$ cat src/rtl/sregister_piso.sv
// -----------------------------------------------------------------------------
// sregister_piso
//   Parallel-in, serial-out word shift register. A single parallel load
//   captures DEPTH words of WIDTH bits; they are then emitted one word per
//   accepted transfer on a valid/ready stream, word 0 first.
//
// Ports
//   clk         system clock, rising edge
//   reset       asynchronous, active-low reset
//   pin         parallel load data, word k = pin[k*WIDTH +: WIDTH]
//   load_valid  source presents pin
//   load_ready  a load can be accepted this cycle (combinational from
//               sout_ready, the only in->out combinational path)
//   sout        current head word (stage 0)
//   sout_valid  sout holds a valid word
//   sout_ready  consumer accepts sout this cycle
//   count       words still to be emitted, including the head
//   busy        FSM is in SHIFT
// -----------------------------------------------------------------------------
module sregister_piso #(
  parameter  int WIDTH = 4,
  parameter  int DEPTH = 4,
  localparam int CW    = $clog2(DEPTH + 1)
) (
  input  logic                   clk,
  input  logic                   reset,
  input  logic [WIDTH*DEPTH-1:0] pin,
  input  logic                   load_valid,
  output logic                   load_ready,
  output logic [WIDTH-1:0]       sout,
  output logic                   sout_valid,
  input  logic                   sout_ready,
  output logic [CW-1:0]          count,
  output logic                   busy
);

  typedef enum logic {
    ST_IDLE  = 1'b0,
    ST_SHIFT = 1'b1
  } state_t;

  state_t           state_q, state_d;
  logic [CW-1:0]    count_q, count_d;
  logic             valid_q, valid_d;
  logic             busy_q,  busy_d;
  logic [WIDTH-1:0] stage_q [DEPTH];
  logic [WIDTH-1:0] stage_d [DEPTH];

  // Per-stage candidate values for a load and for a shift.
  logic [WIDTH-1:0] load_word  [DEPTH];
  logic [WIDTH-1:0] shift_word [DEPTH];

  logic load_fire;
  logic xfer;

  genvar gi;
  generate
    for (gi = 0; gi < DEPTH; gi++) begin : g_stage
      assign load_word[gi] = pin[gi*WIDTH +: WIDTH];
      if (gi == DEPTH - 1) begin : g_top
        // Top stage back-fills with zero so stage 0 reads 0 once drained.
        assign shift_word[gi] = '0;
      end else begin : g_mid
        assign shift_word[gi] = stage_q[gi+1];
      end
    end
  endgenerate

  // A new load is possible when empty, or when the last word leaves this
  // cycle, which lets back-to-back loads stream without a bubble.
  // Held low while reset is asserted.
  assign load_ready = reset &&
                      ((count_q == '0) || ((count_q == CW'(1)) && sout_ready));
  assign load_fire  = load_valid && load_ready;
  assign xfer       = valid_q && sout_ready;

  always_comb begin
    state_d = state_q;
    count_d = count_q;
    for (int i = 0; i < DEPTH; i++) begin
      stage_d[i] = stage_q[i];
    end

    if (load_fire) begin
      // Takes priority over the simultaneous last transfer: the old head is
      // consumed and replaced by the new word 0.
      for (int i = 0; i < DEPTH; i++) begin
        stage_d[i] = load_word[i];
      end
      count_d = CW'(DEPTH);
      state_d = ST_SHIFT;
    end else if (xfer) begin
      for (int i = 0; i < DEPTH; i++) begin
        stage_d[i] = shift_word[i];
      end
      count_d = count_q - CW'(1);
      state_d = (count_q == CW'(1)) ? ST_IDLE : ST_SHIFT;
    end

    valid_d = (state_d == ST_SHIFT);
    busy_d  = (state_d == ST_SHIFT);
  end

  always_ff @(posedge clk or negedge reset) begin
    if (!reset) begin
      state_q <= ST_IDLE;
      count_q <= '0;
      valid_q <= 1'b0;
      busy_q  <= 1'b0;
      for (int i = 0; i < DEPTH; i++) begin
        stage_q[i] <= '0;
      end
    end else begin
      state_q <= state_d;
      count_q <= count_d;
      valid_q <= valid_d;
      busy_q  <= busy_d;
      for (int i = 0; i < DEPTH; i++) begin
        stage_q[i] <= stage_d[i];
      end
    end
  end

  assign sout       = stage_q[0];
  assign sout_valid = valid_q;
  assign count      = count_q;
  assign busy       = busy_q;

endmodule

$ cat config.mk
export PLATFORM = sky130hd
export DESIGN_NAME = sregister_piso
export DESIGN_NICKNAME = d
export VERILOG_FILES = /design/src/rtl/sregister_piso.sv
export SDC_FILE = /design/constraint.sdc
export NUM_CORES = 1
export LEC_CHECK = 0
export CORE_AREA = 10 10 55 74
export DETAILED_ROUTE_END_ITERATION = 10
export DIE_AREA = 0 0 65 84
export PLACE_DENSITY_LB_ADDON = 0.25
export SLEW_MARGIN = 20
export SYNTH_ARGS = -nofsm -noshare
export SYNTH_HDL_FRONTEND = slang
export SYNTH_SLANG_ARGS = --single-unit
$ cat constraint.sdc
create_clock -name clk -period 3 [get_ports clk]
set_input_delay 0.6 -clock clk [delete_from_list [all_inputs] [get_ports clk]]
set_output_delay 0.6 -clock clk [all_outputs]
set_load 0.01 [all_outputs]
* Word level (Yosys, flattened, before mapping) *
Index checks and enable logic that the tools add are counted.

word-level totals
  flip-flop bits (word level) = 20

cells by class
  $add $sub $neg = 1
  equal/unequal tests = 1
  muxes and demuxes = 7
  reductions and logical operators = 7

operators with widths
  operator                                          count
  two-way mux 16 bit                                2
  two-way mux 3 bit                                 2
  logical AND 1 bit                                 4
  == test 3 x 1 -> 1 bit, second input constant     1
  zero test 3 bit                                   1
  two-way mux 1 bit                                 3
  subtractor 3 x 1 -> 3 bit, second input constant  1
  nonzero test 2 bit                                1
  logical OR 1 bit                                  1

* Depth between registers and ports, before layout *
  depth in word-level cells = 6
  depth in mapped cells = 6

* Least setup slack after synthesis *
OpenSTA, ideal clock, no wires.

  path type = flip-flop to output port
  start point = register count_q[1] (netlist: count[1])
  end point = output port load_ready
  arrival time = 1.065 ns
  path slack = 1.335 ns
  cell stages (with the launch flop) = 5
  buffers on the path = 0
  cell sequence = dfrtp_1 -> inv_1 -> ha_1 -> a21oi_1 -> nor3b_1

between the ends
  word-level cells in the longest chain between the ends = 4
  elaborated cells on any way between the ends = 5
  those cells by class = eq/ne (1); reduce/logical (4)

ends and longest elaborated chain
  what                    RTL line  text
  from (decl)             43        logic [CW-1:0] count_q, count_d;
  from (signal assigned)  115       count_q <= count_d;
  == test 3 x 1 -> 1 bit  73        ((count_q == '0) || ((count_q == CW'(1)) && sout_ready));
  logical AND 1 bit       73
  logical OR 1 bit *      73
  logical AND 1 bit *     72        assign load_ready = reset &&
  to (decl)               29        output logic load_ready,

Every way passes the cells marked *; elsewhere a longest branch is shown, timed or not.

* Worst setup path after layout *
  start point = input port sout_ready
  end point = output port load_ready

between the ends
  word-level cells in the longest chain between the ends = 3

ends and longest elaborated chain
  what               RTL line  text
  from (decl)        32        input logic sout_ready,
  logical AND 1 bit  73
  logical OR 1 bit   73
  logical AND 1 bit  72

Every way passes these cells.

==> results.py <==
metrics = {
    "timing": {
        "drv_slew": 0,
        "setup_viol": 0,
        "period_share_pct": 90.7,
        "tightest_slew_ps": 261,
        "finalHoldViolations": 0,
        "max_freq_ghz": 0.368,
        "tns_ps": 0,
        "rsz0062_at_grt": "no",
        "fin_skew_ps": 2.17,
        "fin_crit_ps": 2720,
        "max_slew_margin_pct": 82.6,
    },
    "logic_synthesis": {
        "ys_seq_area_share_pct": 48.3,
        "syn_inst": 80,
        "synth.top_cells.by_count": "20 x dfrtp_1, 19 x mux2_2, 6 x inv_1, 6 x nand2_1, 5 x mux2_4",
        "synthDominantCellAreaShare_pct": 48.3,
        "async_reset_ff_share_pct": 100,
        "syn_nets": 103,
        "yosysTopAreaCell": "dfrtp_1",
        "syn_area_per_cell_um2": 13.0,
        "yosysMostFrequentCell": "dfrtp_1",
        "yosys_warnings": 0,
        "mappedNetlistArea_mm2": 0.00104,
        "synth_edf_count": 0,
        "synth_seq_cells": 20,
        "synth_area_leaders": "dfrtp_1 48%, mux2_2 21%, mux2_4 7.2%",
        "synth-main-ff-cell": "dfrtp_1",
        "synthDistinctLibCells": 20,
    },
    "floorplanning": {
        "start_util_pct": 37.2,
        "fp.coreArea_mm2": 0.00279,
        "pin_count": 30,
        "dieWidth_um": 65,
        "rows": 23,
        "die_area_mm2": 0.00546,
        "die_h_um": 84,
    },
    "grt": {
        "grt_overflow": 0,
        "globalRouteTotalUtil_pct": 7.83,
        "grt_pass1_vias": 753,
        "grt_pass1_wl_um": 3470,
        "antenna_found_initial": 0,
        "grt_start_max_net_pins": 22,
    },
    "placed_design": {
        "dp_hpwl_um": 1530,
        "placed_cell_area_mm2": 0.00136,
        "io_buffers": 29,
        "gp_congestion": 0.682,
    },
    "detailed_routing": {
        "ant_nets": 0,
        "routed_wl_um": 1960,
        "wl_per_cell_um": 13.3,
        "drt_iter0_drc": 11,
        "viasPerCell": 4.59,
        "drtPass1Iterations": 2,
        "vias": 680,
        "route.detailed.drc": 0,
    },
    "clocking": {
        "cts_hold_buf": 0,
        "clock-sinks": 20,
        "cts_resized": 0,
        "clk_pin_slew_worst_paths_ps": 70,
        "cts_setup_buffers": 0,
        "htree_levels": 1,
        "insertion_delay_ps": 250,
        "numCtsBuffers": 3,
        "clock_path_buffers": 2,
        "cts_root_buf": "clkbuf_8",
        "tritoncts": "yes",
    },
    "worst_setup_path": {
        "cp-end-kind": "output pin",
        "worstSetupPathType": "input port to output pin",
        "startpoint_type": "input port",
        "crit_fanout": 6,
        "cp.arrival_ps": 2120,
        "worst_r2r_path_depth": 6,
        "required_ps": 2400,
    },
    "power_and_ir_drop": {
        "leakage_uw": 0.000645,
        "ir_drop_mv": 0.343,
        "powerDensity_mw_per_mm2": 835,
        "finalPower_uw": 1180,
    },
    "finish": {
        "final_cell_area_mm2": 0.00141,
        "diodes": 0,
        "drive_above_1_share_pct": 28.8,
        "fin_nets": 135,
        "nFillCells": 268,
        "syn_to_final_growth_pct": 35.9,
    },
    "flow_run": {
        "maxCapViolCount": 0,
    },
    "run_status": {
        "status": "finished clean",
    },
    "hold_path": {
        "min_path_type": "flip-flop to flip-flop",
        "min_path_cells": 2,
    },
}
cell usage in the layout (no fill, tap or decap), types with 3 or more instances in the layout:
cell type	instances
mux2i_1	4
mux2_4	5
ha_1	3
nand2_1	6
mux2_2	19
clkbuf_8	4
inv_1	6
clkdlybuf4s50_1	29
dfrtp_1	20
sequential cells by signal, summed over array words and instances, names as in the netlist:
| register | flops |
|---|---|
| shift_word | 12 |
| sout | 4 |
| count | 3 |
| busy | 1 |
cell families after synthesis:
group                    after synthesis  share of synthesized area, %
adder cells (fa/ha/maj)                3                          3.62
buffers and inverters                 10                          5.43
multiplexers                          28                          31.7
XOR/XNOR                               2                          1.69
AO/OA/AOI/OAI                          4                          2.29
AND/OR/NAND/NOR                       13                          7.00
flip-flops                            20                          48.3
final cells by class:
type | count | area [um2] | share of cell area (%)
flip-flops and latches | 20 | 500 | 35.5
inverters | 6 | 22.5 | 1.60
repair buffers | 31 | 305 | 21.7
multi-input cells | 50 | 480 | 34.1
well taps | 37 | 46.3 | 3.28
clock buffers | 4 | 55.1 | 3.90
routing by layer:
| layer | GRT usage, % | share of wire, % | up-vias |
|---|---|---|---|
| li1 | - | - | 331 |
| met3 | 3.23 | 8.3 | 2 |
| met5 | 0 | 0 | - |
| met2 | 13.3 | 52 | 21 |
| met4 | 3.52 | 0.61 | 0 |
| met1 | 8.06 | 39 | 326 |
path summary, 6_finish.rpt:
check / from / endpoint / slack, ps
worst max-delay path: sout_ready / load_ready / 280
worst min-delay path: shift_word[4] / shift_word[4] / 530
worst max register to register: count[1] / shift_word[14] / 1300
worst min register to register: shift_word[4] / shift_word[4] / 530
max in group asynchronous: reset / count[2] / 2050
min in group asynchronous: reset / sout[2] / 740
power breakdown:
group	switching, uW	internal [uW]
clock network	81.6	116
logic	194	326
registers	75.3	383
total	351	826
through the flow:
stage / hold slack (ps) / utilization, % / setup slack, ps / cells
finish: 530 / 50.5 / 280 / 148
global route: 556 / 50.5 / 159 / 148
CTS: 533 / 50.5 / 268 / 148
detailed placement: 522 / 48.5 / 281 / 144
global placement: 511 / 48.5 / 318 / 144
floorplan: 304 / - / 1340 / 80
worst max-delay path, stage by stage:
cell	delay [ps]
clkdlybuf4s50_1	600
a21oi_1	140
nor3b_1	210
clkdlybuf4s50_1	570
No activity file was read; power rests on OpenSTA's default activity.
